`src/rtl/product_accumulator.sv`:
```
`default_nettype none
// ============================================================================
// Module      : product_accumulator
// Description : Saturating multiply-accumulate back end. Sums COUNT unsigned
//               products taken over a valid/ready handshake and presents the
//               total, with a sticky overflow flag, on a second handshake.
// Revision    : 1.0 - initial release
// ============================================================================
module product_accumulator #(
  parameter int PROD_W = 4,
  parameter int ACC_W  = 8,
  parameter int COUNT  = 4
) (
  input  logic              Clk,
  input  logic              Rst,
  input  logic [PROD_W-1:0] Product,
  input  logic              In_Valid,
  output logic              In_Ready,
  input  logic              Clear,
  output logic [ACC_W-1:0]  Sum,
  output logic              Overflow,
  output logic              Out_Valid,
  input  logic              Out_Ready
);

  // ACC collects products, DONE holds a finished result for the consumer.
  typedef enum logic [0:0] {
    c_st_acc  = 1'b0,
    c_st_done = 1'b1
  } state_t;

  localparam logic [7:0]       c_last    = 8'(COUNT - 1);
  localparam logic [ACC_W-1:0] c_acc_max = {ACC_W{1'b1}};

  state_t           r_state;
  state_t           w_state_nxt;
  logic [ACC_W-1:0] r_acc;
  logic [7:0]       r_cnt;
  logic             r_ovf;

  logic [ACC_W:0]   w_sum_ext;
  logic             w_sat;
  logic             w_accept;
  logic             w_release;
  logic             w_last;

  // Handshake outputs come only from registered state (plus reset gating),
  // so there is no combinational path from In_Valid or Out_Ready.
  assign In_Ready  = (r_state == c_st_acc) && !Rst;
  assign Out_Valid = (r_state == c_st_done);
  assign Sum       = r_acc;
  assign Overflow  = r_ovf;

  assign w_accept  = In_Valid && In_Ready;
  assign w_release = Out_Valid && Out_Ready;
  assign w_last    = (r_cnt == c_last);

  // One extra bit of headroom exposes the carry that signals saturation.
  assign w_sum_ext = {1'b0, r_acc} + {{(ACC_W + 1 - PROD_W){1'b0}}, Product};
  assign w_sat     = w_sum_ext[ACC_W];

  // State register.
  always_ff @(posedge Clk) begin
    if (Rst) begin
      r_state <= c_st_acc;
    end else begin
      r_state <= w_state_nxt;
    end
  end

  // Next-state decode: Clear wins over both accept and release.
  always_comb begin
    w_state_nxt = r_state;
    if (Clear) begin
      w_state_nxt = c_st_acc;
    end else begin
      case (r_state)
        c_st_acc:  if (w_accept && w_last) w_state_nxt = c_st_done;
        c_st_done: if (w_release)          w_state_nxt = c_st_acc;
        default:   w_state_nxt = c_st_acc;
      endcase
    end
  end

  // Accumulator, product counter and sticky overflow.
  always_ff @(posedge Clk) begin
    if (Rst || Clear) begin
      r_acc <= '0;
      r_cnt <= '0;
      r_ovf <= 1'b0;
    end else if (w_accept) begin
      if (w_sat) begin
        r_acc <= c_acc_max;
        r_ovf <= 1'b1;
      end else begin
        r_acc <= w_sum_ext[ACC_W-1:0];
      end
      r_cnt <= w_last ? 8'd0 : r_cnt + 8'd1;
    end else if (w_release) begin
      r_acc <= '0;
      r_ovf <= 1'b0;
    end
  end

endmodule
`default_nettype wire

```
`config.mk`:
```
export PLATFORM = sky130hd
export DESIGN_NAME = product_accumulator
export DESIGN_NICKNAME = d
export VERILOG_FILES = /design/src/rtl/product_accumulator.sv
export SDC_FILE = /design/constraint.sdc
export NUM_CORES = 1
export LEC_CHECK = 0
export CAP_MARGIN = 20
export CORE_MARGIN = 2
export CORE_UTILIZATION = 56
export CTS_BUF_LIST = sky130_fd_sc_hd__clkbuf_2 sky130_fd_sc_hd__clkbuf_4 sky130_fd_sc_hd__clkbuf_8
export CTS_CLUSTER_DIAMETER = 60
export DETAILED_ROUTE_END_ITERATION = 10
export HOLD_SLACK_MARGIN = 0.15
export PLACE_DENSITY = 0.92
export SYNTH_ARGS = -nofsm -noshare
export SYNTH_HDL_FRONTEND = slang
export SYNTH_SLANG_ARGS = --single-unit
```
`constraint.sdc`:
```
create_clock -name Clk -period 3.2 [get_ports Clk]
set_input_delay 0.64 -clock Clk [delete_from_list [all_inputs] [get_ports Clk]]
set_output_delay 0.64 -clock Clk [all_outputs]
set_load 0.03 [all_outputs]
```
Word level (Yosys, flattened, before mapping)

Cells that the tools add are included.

RAM bits: 0
Word-level logic and storage cells: 28
Output and inout bits: 11
Input bits: 9
Memories: 0
Register bits: 18
Latch bits: 0
Memory bits (read-only): 0

Multipliers: 0
Mux-type cells: 10
Divide/modulo/power cells: 0
Bitwise logic cells: 1
Reduce and logical (&&, ||, !) cells: 9
Shift operators: 0
Magnitude comparators: 0
Equal/unequal tests: 2
$add $sub $neg: 2

Operator list:

| kind                  | number |
|---|---|
| $mux W8               | 4 |
| $add A8 B4 Y9         | 1 |
| $add A8 B1 Y8 const B | 1 |
| $eq A8 B2 Y1 const B  | 1 |
| $mux W1               | 5 |
| $logic_and A1 B1 Y1   | 4 |
| $ne A2 B2 Y1 const B  | 1 |
| $pmux W1 S2           | 1 |
| $reduce_and A2 Y1     | 1 |
| $reduce_bool A2 Y1    | 1 |
| $reduce_or A2 Y1      | 1 |
| $logic_not A1 Y1      | 1 |
| $logic_or A1 B1 Y1    | 1 |
| $not A1 Y1            | 1 |

Logic depth before layout (Yosys ltp)

Gate-level depths: netlist of run 1.

Depth after elaboration: 6
Mapped depth: 6

Worst setup path before layout of run 1

No wires, ideal clock.

Path kind: input -> register
Start point: input Product[0]
End point: register r_acc[6], in the netlist Sum[6]
Library setup time: 0.115 ns
Cell stages on the path: 6
Arrival time: 1.974 ns
Data required time: 3.085 ns
Setup slack: 1.111 ns
Cell sequence: ha_1 > fa_1 > a211oi_2 > and4bb_2 > mux2i_1 > nor2_1

Longest elaborated chain between the ends: 3

RTL lines:

| element                | RTL line | RTL |
|---|---|---|
| start: declaration     | 16       | `input logic [PROD_W-1:0] Product,` |
| $add A8 B4 Y9          | 59       | `assign w_sum_ext = {1'b0, r_acc} + {{(ACC_W + 1 - PROD_W){1'b0}}, Product};` |
| $mux W8                | 92       | `if (w_sat) begin` |
| $mux W8                | 91       | `end else if (w_accept) begin` |
| end signal: assignment | 93       | `r_acc <= c_acc_max;` |
| end signal: assignment | 96       | `r_acc <= w_sum_ext[ACC_W-1:0];` |
| end: declaration       | 37       | `logic [ACC_W-1:0] r_acc;` |

No other way between the ends.
A chain may end at the register's enable or synchronous reset.

Final worst setup path of run 1

Start point: input Rst
End point: output In_Ready

Longest elaborated chain between the ends: 2

RTL lines:

| element             | RTL line | RTL |
|---|---|---|
| start: declaration  | 15       | `input logic Rst,` |
| $logic_not A1 Y1    | 49       | `assign In_Ready = (r_state == c_st_acc) && !Rst;` |
| $logic_and A1 B1 Y1 | 49       |  |
| end: declaration    | 18       | `output logic In_Ready,` |

No other way between the ends.

==> impl_metrics.csv, run 1 <==
group,metric,value,unit
status,status,"complete, no violations",
power,sw_frac_of_total,0.2419,
place,port_buffers,19,
yosys,async_flop_share,0,
die,core,0.001708,mm^2
clock_network,clk_latency,290,ps
timing,maxSlewViolCount,0,
global_route,overflow,0,
route,vias,886,
timing,period_share,0.8234,
timing,hold_slack,464.4,ps
clock_network,htreeDepth,1,
route,dr_wl_met3,67,um
yosys,yosys_warnings,0,
worst_setup_path,end_kind,"primary output",
clock_network,ctsResizeCount,0,
run,drv_cap,0,
clock_network,cts_made_buffers,3,
timing,finalClockSkew,6.079,ps
die,dieArea,0.002164,mm^2
global_route,antenna_found_initial,0,
place,dp_hpwl,1718,um
timing,setup-tns-final,0,ps
route,met1_length,929,um
worst_setup_path,critical_path_class,"in2out",
clock_network,cts_hold_buf,0,
worst_setup_path,worst-path-max-fanout,4,
route,drt-total-wl,2180,um
clock_network,post_cts_buffers,0,
power,pwr-share-comb,0.143,
power,power.density,339.7,mW/mm^2
route,vias_per_cell,5.572,
place,dp_cells,155,
power,power.switching,0.1034,mW
worst_setup_path,cp-start-kind,"input pin",
timing,tightest_slew,551.7,ps
place,pre_cts_ws,567.2,ps
power,p_int,0.3241,mW
die,pin_count,20,
yosys,netlist_area,0.001012,mm^2
yosys,synth_cells,113,
yosys,yosysSeqAreaShare,0.3560,
final_layout,n_antenna_cell,0,
power,seq_power_share,0.535,
global_route,grt_max_degree,21,
route,wl_per_cell,13.71,um
die,num_rows,15,
worst_setup_path,cp.arrival,2000,ps
yosys,avgSynthCellArea,8.958,um^2
final_layout,fillCellCount,141,
yosys,synth.distinct_cells,38,
final_layout,fin_nets,150,
timing,setup_violations,0,
die,dieHeight,46.52,um
timing,worst_slack,565.0,ps
power,clock_power_share,0.322,
yosys,synth_edf_count,0,
global_route,grt_pass1_vias,852,
yosys,syn_nets,128,
clock_network,cts_buffer_depth,2,
power,ir_worst_vdd,0.3131,mV
yosys,ys.flop_type,"dfxtp_1",
timing,rsz0062_at_grt,"false",
route,ant_nets,0,
place,gp_congestion,0.8111,
timing,maxSlewHeadroom,0.6322,
die,initial_core_util,0.5927,
global_route,grt_pass1_wl,3491,um
route,dr_wl_met2,1172,um
clock_network,cts-root-buf,"clkbuf_4",
route,dr.pass1.iters,4,
min_path,hold_path_class,"reg2reg",
final_layout,layout-drive-gt1-share,0.09701,
timing,fin_crit,2635,ps
die,fp.dieW,46.52,um
clock_network,clkTransAtPathRegs,100,ps
final_layout,syn2layout_area_growth,24.35,%
power,p_leak,0.4547,nW
route,routed.top_layer,"met4",
clock_network,cts_tree,"built",
timing,hold_violations,0,
yosys,yosys_register_bits,18,
route,drc,0,
route,drtIter0Drc,23,
clock_network,cts.sinks,18,
worst_setup_path,crit_required,2560,ps
timing,max_freq,0.3795,GHz
final_layout,fin_cells,159,
global_route,grt_usage,0.2227,
## cell families after synthesis
kind of cell,after synthesis,synth area share
simple gates,48,0.2448
flops,18,0.3560
mux,2,0.01978
buf+inv,3,0.02348
xor+xnor,9,0.07788
compound gates,27,0.1965
fa+ha+maj,6,0.08158
## final cells by class
class	count	area, um^2	area share
Clock buffer	4	36.28	0.02883
Multi-Input combinational cell	92	633.1	0.5030
Sequential cell	18	360.3	0.2863
Tap cell	25	31.28	0.02485
Timing Repair Buffer	20	197.7	0.1571
## registers in the layout (all words and copies together), names as in the netlist
register / count
Overflow: 1
r_cnt: 8
Sum: 8
Out_Valid: 1
## cell usage after synthesis, types with 2 or more instances
master    instances  share of area
nand4_1           3          0.019
xor2_1            6          0.052
mux2i_1           2          0.020
ha_1              5          0.062
a21oi_1           9          0.044
or4_1             2          0.015
a21o_1            3          0.022
dfxtp_1          18           0.36
nand3_1           6          0.030
nand2_1           8          0.030
xnor2_1           3          0.026
a211oi_2          3          0.037
o21a_1            2          0.015
nor2_1           18          0.067
nand2b_1          2          0.012
## power by group through the flow
stage	Clock, mW	Sequential, mW	Combinational [mW]
finish	0.138	0.229	0.0613
global route	0.151	0.229	0.0670
CTS	0.141	0.229	0.0613
detailed placement	0	0.234	0.0611
global placement	0	0.234	0.0584
floorplan	0	0.237	0.0357
## cell usage in the layout (no fill, tap or decap)
cell type	instances
nand2_1	8
fa_1	1
nor4_1	1
clkbuf_8	1
and4_1	1
a21o_1	3
a211oi_2	3
a41o_1	1
a21oi_1	9
or4_1	2
o21a_1	2
a211oi_1	1
clkdlybuf4s50_1	19
a2bb2oi_1	1
o21ai_0	1
xor2_1	6
and4bb_2	1
nand2b_1	2
a311o_1	1
nor3b_2	1
dfxtp_1	18
buf_4	1
or3_4	1
a21o_2	1
and2_1	1
and2_4	1
nand4_1	3
nor2_1	18
and3_1	1
clkbuf_4	3
or2_0	1
o21ai_1	1
xnor2_1	3
nand3_1	6
ha_1	5
mux2i_1	2
o311ai_1	1
o31ai_1	1
o21bai_1	1
## metrics by stage
| stage | total power, mW | cell area [um^2] | utilization |
|---|---|---|---|
| 2_1_floorplan | 0.2725 | 1012 | - |
| 3_3_place_gp | 0.2919 | 1222 | 0.7158 |
| 3_5_place_dp | 0.2948 | 1222 | 0.7158 |
| 4_1_cts | 0.4313 | 1259 | 0.7370 |
| 5_1_grt | 0.4473 | 1259 | 0.7370 |
| 6_report | 0.4275 | 1259 | 0.7370 |
## routing by layer
layer	GRT usage	up-vias
met2	0.4111	16
met5	0	-
met1	0.2601	415
met3	0.02353	2
met4	0.08000	0
li1	-	453
## path summary, 6_finish.rpt
| path | to | startpoint | slack (ps) | depth (start not counted) |
|---|---|---|---|---|
| worst max-delay path | In_Ready | Rst | 560 | 3 |
| worst min-delay path | Overflow | Overflow | 460 | 2 |
| worst max register to register | Sum[6] | Sum[0] | 1300 | 6 |
| worst min register to register | Overflow | Overflow | 460 | 2 |
## worst max-delay path, stage by stage
cell and delay (ps):
clkdlybuf4s50_1 470, nor2_1 180, clkdlybuf4s50_1 700
Note: power is estimated with default switching activity, not from simulation.
==> run 2: changes to the inputs <==
Settings changed: CORE_UTILIZATION 56 to 47, PLACE_DENSITY 0.92 to 0.83.
Clock period 3.2 ns to 2.4 ns, I/O delays scaled along.
==> run 2 against run 1 <==
Effect of this change: sequential cell count did not move; utilization fell by 9.6 points; combinational power rose by 43%; worst setup slack got worse by 460 ps.
==> impl_metrics.csv, run 2 (same netlist as run 1, synthesis figures left out) <==
group,metric,value,unit
place,port_buffers,19,
timing,tightest_slew,339.3,ps
die,dieHeight,50.41,um
clock_network,cts_made_buffers,3,
die,num_rows,16,
clock_network,clk_latency,290,ps
final_layout,final_common_cell,"clkdlybuf4s50_1",
global_route,antenna_found_initial,0,
route,drc,0,
clock_network,cts_tree,"built",
worst_setup_path,path_cells,"clkdlybuf4s50_1 > nor2_1 > clkdlybuf4s50_1",
worst_setup_path,cp.arrival,1820,ps
power,sw_frac_of_total,0.2532,
worst_setup_path,r2r-end,"Sum[6]",
power,p_leak,0.4662,nW
die,fp.dieW,50.41,um
place,dp_hpwl,1732,um
clock_network,post_cts_buffers,0,
global_route,grt_usage,0.1995,
final_layout,layout-drive-gt1-share,0.1103,
min_path,hold_path_class,"reg2reg",
clock_network,cts_hold_buf,0,
clock_network,htreeDepth,1,
timing,maxSlewHeadroom,0.7728,
power,ir_worst_vdd,0.3368,mV
final_layout,fin_nets,153,
worst_setup_path,critPathLaunch,"Rst",
route,vias,889,
global_route,grt_max_degree,16,
worst_setup_path,r2r-start,"Sum[0]",
route,drt-total-wl,2176,um
place,gp_congestion,0.8734,
worst_setup_path,critical_path.top_delay_family,"buffers and inverters",
power,pwr-share-comb,0.162,
worst_setup_path,worst-path-max-fanout,4,
timing,max_freq,0.4351,GHz
clock_network,cts-root-buf,"clkbuf_4",
route,vias_per_cell,5.454,
worst_setup_path,endpoint,"In_Ready",
route,dr.pass1.iters,4,
timing,rsz0062_at_grt,"false",
die,dieArea,0.002541,mm^2
timing,finalClockSkew,13.17,ps
worst_setup_path,end_kind,"primary output",
worst_setup_path,crit_path_max_incr_delay,690,ps
power,p_total,0.5397,mW
worst_setup_path,cp-start-kind,"input pin",
power,power.density,420.8,mW/mm^2
worst_setup_path,critical_path_class,"in2out",
power,power.switching,0.1367,mW
final_layout,syn2layout_area_growth,26.70,%
timing,hold_violations,0,
timing,setup_violations,0,
route,ant_nets,0,
final_layout,n_antenna_cell,0,
timing,hold_slack,470.7,ps
worst_setup_path,rr_worst_depth,6,
die,pin_count,20,
clock_network,clkTransAtPathRegs,90,ps
die,initial_core_util,0.5056,
power,p_int,0.4030,mW
route,wl_per_cell,13.35,um
clock_network,cts.sinks,18,
global_route,grt_pass1_wl,3781,um
worst_setup_path,critPathSlowestCell,"clkdlybuf4s50_1",
power,seq_power_share,0.564,
clock_network,cts_buffer_depth,2,
worst_setup_path,crit_required,1920,ps
worst_setup_path,rrSetupSlack,580,ps
power,clock_power_share,0.273,
final_layout,mostFrequentLayoutCells,"clkdlybuf4s50_1, dfxtp_1, nor2_1",
final_layout,fin_util,0.6406,
run,drv_cap,0,
timing,fin_crit,2298,ps
route,drtIter0Drc,10,
worst_setup_path,cp_common_cell,"clkdlybuf4s50_1",
timing,period_share,0.9577,
global_route,grt_pass1_vias,849,
status,status,"complete, no violations",
worst_setup_path,worst-path-buf-inv,2,
timing,maxSlewViolCount,0,
die,core,0.002002,mm^2
clock_network,ctsResizeCount,0,
global_route,overflow,0,
worst_setup_path,crit_cells,3,
[run 2: changes by cell type in the layout (fill, tap and decap cells not counted)]
cell,delta
buf_12,+1
buf_4,+2
clkbuf_8,-1
[run 2: per-stage QoR]
stage / instances / setup slack, ps / setup TNS (ps) / instance area, um^2
finish: 163 / 101.6 / 0 / 1282
global route: 163 / 86.69 / 0 / 1282
CTS: 163 / 108.8 / 0 / 1282
detailed placement: 160 / -18.64 / -18.64 / 1260
global placement: 160 / 14.92 / 0 / 1260
floorplan: 113 / 471.2 / 0 / 1012
[run 2: cell type report]
cell class | instances | area (um^2)
fill | 174 | 719.4
tap | 27 | 33.78
multi-input combinational | 92 | 633.1
sequential | 18 | 360.3
clock buffer | 3 | 22.52
timing repair buffer | 23 | 232.7
[run 2: worst min-delay path, cell delays in order (launching register included)]
cell and delay, ps:
dfxtp_1 320, nand2_1 50, a21oi_1 50
[run 2: power groups by stage]
stage	logic, mW	clock network (mW)	registers [mW]
2_1_floorplan	0.0475	0	0.316
3_3_place_gp	0.0848	0	0.311
3_5_place_dp	0.0879	0	0.312
4_1_cts	0.0883	0.156	0.305
5_1_grt	0.0958	0.166	0.305
6_report	0.0877	0.147	0.305
[run 2: layer usage]
metal	wire (um)	up-vias	share of wire	GRT usage
li1	-	457	-	-
met3	72	4	0.033	0.03571
met5	0	-	0	0
met1	860	411	0.40	0.2308
met4	24	0	0.011	0.06757
met2	1219	17	0.56	0.3662
[run 2: worst min path at each step]
stage,from,to,slack [ps],cells after the start
floorplan,r_cnt[1],r_cnt[1],480,2
global placement,Overflow,Overflow,460,2
detailed placement,Overflow,Overflow,460,2
CTS,Overflow,Overflow,480,2
global route,Overflow,Overflow,510,2
finish,Overflow,Overflow,470,2
==> run 3: changes to the inputs <==
Settings changed: CORE_UTILIZATION 47 to 35, PLACE_DENSITY 0.83 to 0.66, SKIP_CTS_REPAIR_TIMING set to 1.
==> run 3 against run 2 <==
Effect of this change: utilization shrank 17 points; sequential share of layout area shrank 0.46 points; clock power grew 31%; register-to-register slack is essentially flat; sequential power is essentially flat; first-iteration DRC count grew to 2.6 times the previous value; highest routed layer unchanged.
==> impl_metrics.csv, run 3 (same netlist as run 1, synthesis figures left out) <==
group,metric,value,unit
die,fp.dieW,57.78,um
place,gp_congestion,0.7636,
worst_setup_path,r2r-end,"Sum[6]",
final_layout,fin_util,0.4728,
global_route,antenna_found_initial,0,
die,num_rows,19,
final_layout,layout-drive-gt1-share,0.1295,
global_route,grt_pass1_vias,842,
timing,worst_slack,195.5,ps
route,drtIter0Drc,26,
power,ir_worst_vdd,0.3409,mV
final_layout,n_antenna_cell,0,
final_layout,fillCellCount,269,
route,ant_nets,0,
global_route,overflow,0,
die,pin_count,20,
place,port_buffers,19,
final_layout,fin_nets,155,
worst_setup_path,critical_path.top_delay_family,"buffers and inverters",
route,dr.pass1.iters,4,
clock_network,htreeDepth,1,
final_layout,mostFrequentLayoutCells,"clkdlybuf4s50_1, dfxtp_1, nor2_1",
worst_setup_path,worst-path-buf-inv,2,
worst_setup_path,endpoint,"In_Ready",
timing,max_freq,0.4536,GHz
worst_setup_path,critical_path_class,"in2out",
timing,setup_violations,0,
timing,maxSlewHeadroom,0.7587,
clock_network,cts_made_buffers,3,
timing,maxSlewViolCount,0,
worst_setup_path,cp_common_cell,"clkdlybuf4s50_1",
route,routed.top_layer,"met4",
worst_setup_path,cp-start-kind,"input pin",
worst_setup_path,critPathLaunch,"Rst",
route,met1_length,951,um
worst_setup_path,crit_cells,3,
worst_setup_path,worst-path-max-fanout,2,
clock_network,cts_tree,"built",
final_layout,final_common_cell,"clkdlybuf4s50_1",
worst_setup_path,path_cells,"clkdlybuf4s50_1 > nor2_1 > clkdlybuf4s50_1",
timing,period_share,0.9185,
clock_network,cts.sinks,18,
timing,fin_crit,2204,ps
route,vias,913,
worst_setup_path,crit_path_max_incr_delay,690,ps
run,drv_cap,0,
die,dieArea,0.003338,mm^2
status,status,"complete, no violations",
die,core,0.002758,mm^2
timing,setup-tns-final,0,ps
place,dp_hpwl,1683,um
route,drc,0,
worst_setup_path,critPathSlowestCell,"clkdlybuf4s50_1",
min_path,hold_path_class,"reg2reg",
die,initial_core_util,0.3671,
power,p_leak,0.4797,nW
worst_setup_path,r2r-start,"Sum[0]",
route,dr_wl_met3,69,um
clock_network,cts-root-buf,"clkbuf_4",
timing,tightest_slew,360.3,ps
worst_setup_path,cp.arrival,1720,ps
global_route,grt_max_degree,11,
final_layout,syn2layout_area_growth,28.80,%
timing,rsz0062_at_grt,"false",
timing,finalClockSkew,15.59,ps
die,dieHeight,57.78,um
worst_setup_path,crit_required,1920,ps
global_route,grt_usage,0.1431,
route,wl_per_cell,12.76,um
worst_setup_path,rrSetupSlack,590,ps
power,p_total,0.5838,mW
global_route,grt_pass1_wl,3698,um
place,pre_cts_ws,-25.63,ps
route,dr_wl_met2,1094,um
clock_network,clk_latency,310,ps
clock_network,clkTransAtPathRegs,90,ps
timing,hold_violations,0,
route,drt-total-wl,2170,um
worst_setup_path,end_kind,"primary output",
power,power.density,447.8,mW/mm^2
worst_setup_path,rr_worst_depth,6,
timing,hold_slack,471.6,ps
route,vias_per_cell,5.371,
clock_network,cts_buffer_depth,2,
[run 3: cell types whose count changed in the layout (fill, tap and decap cells not counted)]
cell	before	now
buf_4	3	6
buf_12	1	0
clkbuf_8	0	1
[run 3: worst min path at each step]
stage / cells past startpoint / slack [ps] / from / end
4_1_cts: 2 / 480 / Overflow / Overflow
5_1_grt: 2 / 500 / Overflow / Overflow
2_1_floorplan: 2 / 480 / r_cnt[1] / r_cnt[1]
3_3_place_gp: 2 / 460 / Overflow / Overflow
3_5_place_dp: 2 / 460 / Overflow / Overflow
6_report: 2 / 470 / Overflow / Overflow
[run 3: worst min-delay path: cells and delay by family (launching register included)]
family | cells | cell delay [ps]
compound gates | 1 | 60
flops | 1 | 320
simple gates | 1 | 50
[run 3: through the flow]
stage	instance area, um^2	cells
global route	1304	170
finish	1304	170
floorplan	1012	113
CTS	1304	170
global placement	1267	166
detailed placement	1267	166
[run 3: area by class of cell]
| type | count | area, um^2 | share of cell area |
|---|---|---|---|
| Clock buffer | 4 | 36.28 | 0.02783 |
| Multi-Input combinational cell | 92 | 633.1 | 0.4856 |
| Sequential cell | 18 | 360.3 | 0.2764 |
| Tap cell | 31 | 38.79 | 0.02975 |
| Timing Repair Buffer | 25 | 235.2 | 0.1804 |
[run 3: per-layer routing]
layer | GRT usage | vias up
li1 | - | 468
met4 | 0.05980 | 0
met2 | 0.2484 | 14
met1 | 0.1602 | 423
met3 | 0.04688 | 8
met5 | 0 | -
[run 3: power breakdown]
part           switching [mW]  internal, mW
Combinational          0.0445        0.0428
Clock                  0.0994        0.0926
Sequential            0.00273         0.302
Total                   0.147         0.437
==> RTL change (flow settings as in run 2) <==
Change the parameter `PROD_W` from 4 to 3.
--- a/src/rtl/product_accumulator.sv
+++ b/src/rtl/product_accumulator.sv
@@ -7,7 +7,7 @@
 // Revision    : 1.0 - initial release
 // ============================================================================
 module product_accumulator #(
-  parameter int PROD_W = 4,
+  parameter int PROD_W = 3,
   parameter int ACC_W  = 8,
   parameter int COUNT  = 4
 ) (
Ports: changed (resized Product); port bits go from 20 to 19. The function was not compared with the original's and may differ.
==> RTL change against run 2 <==
- power up 4.0%
- fmax increased by 2.6%
- clock power is 27% higher
- sequential power is essentially flat
- routed wire length shrank 8.7%
- register-to-register slack about the same
- synthesized area is 6.8% lower
- sequential cell count unchanged
- setup slack improved by 0.059 ns
- design area fell by 6.1%
- highest routed layer unchanged
==> RTL change: results <==
[status]
status = "finished, final reports clean"

[synth]
synth.distinct_cells = 31
synth_cells = 108
netlist_area_sq_um = 943
async_flop_share_pct = 0
synth_nets = 121
yosys-top-cells-count = "dfxtp_1, nor2_1, nand2_1"
synth-seq-area-share_pct = 38.2
synthTopCellsByArea = "dfxtp_1, nor2_1, xnor2_1, ha_1, a21oi_1"

[cts]
worstSkewPairLatency_ns = 0.30
cts_root_buf = "clkbuf_4"

[hold_path]
min_from = "r_cnt[1]"
hold_end = "r_cnt[1]"

[power]
comb_power_mw = 0.0707
internal_power_mw = 0.427
switching_share_pct = 23.9
p_seq_share_pct = 54.3
cellLeakagePower_nw = 0.412
peakVddDrop_v = 0.000398

[cells_and_area]
buffer_area_share_pct = 17.5
multi_input_area_sq_um = 563
clkCellAreaFrac_pct = 3.01
nonClockBufferCount = 22
sh_seq_area_pct = 29.9
fillCellCount = 175
nClkBuffers = 4
multi_input_cells = 87
layout-drive-gt1-share_pct = 9.16

[sta]
finClkSkew_ns = 0.00566
slew_headroom_pct = 73.7
hold_slack_ns = 0.499

[route]
highest_layer = "met4"
via_count = 873
initialDrtViolationCount = 5
drt-total-wl_mm = 1.99
wl_met1_um = 846
wl_met2_mm = 1.03
first_pass_iters = 4
vias_per_cell = 5.53
met3_length_um = 76

[worst_setup_path]
r2r_end = "Overflow"
crit_arrival_ns = 1.76
cp_slowest_cell = "clkdlybuf4s50_1"
reg2reg_depth = 6
cpPeakStageDelay_ns = 0.67
crit_fanout = 6

[global_routing]
grt_pass1_vias = 805
grt_use_met2_pct = 33.8
gr-usage-met1_pct = 19.8
grt_max_degree = 14
track_usage_pct = 18.5
grt_pass1_wl_mm = 3.43

[place]
hpwl_mm = 1.52
post-place-cells = 154
pre_cts_slack_ns = -0.00785
numPortBuffers = 18
place.gp.congestion = 0.828
## RTL change: cell count changes after synthesis, sizes merged, moves of 3 or more
cell / before / now
a21o: 4 / 0
xor2: 6 / 3
nor3: 0 / 6
nand3: 6 / 3
xnor2: 3 / 6
## RTL change: logic make-up (layout without fill, tap and decap cells)
kind of cell    Yosys count  count (layout)  share of synthesized area (%)
fa+ha+maj                 5               5                           7.43
xor+xnor                  9               9                           8.36
flops                    18              18                           38.2
compound gates           20              20                           14.3
mux                       1               1                           1.06
buf+inv                   3              26                           2.12
simple gates             52              52                           28.5
## RTL change: worst max path at each step
stage | depth (start not counted) | slack, ns | to | start
floorplan | 6 | 0.44 | Overflow | Product[0]
finish | 3 | 0.16 | In_Ready | Rst
global route | 3 | 0.09 | In_Ready | Rst
detailed placement | 7 | -0.008 | Overflow | Product[0]
CTS | 3 | 0.15 | In_Ready | Rst
global placement | 7 | 0.06 | Overflow | Product[0]
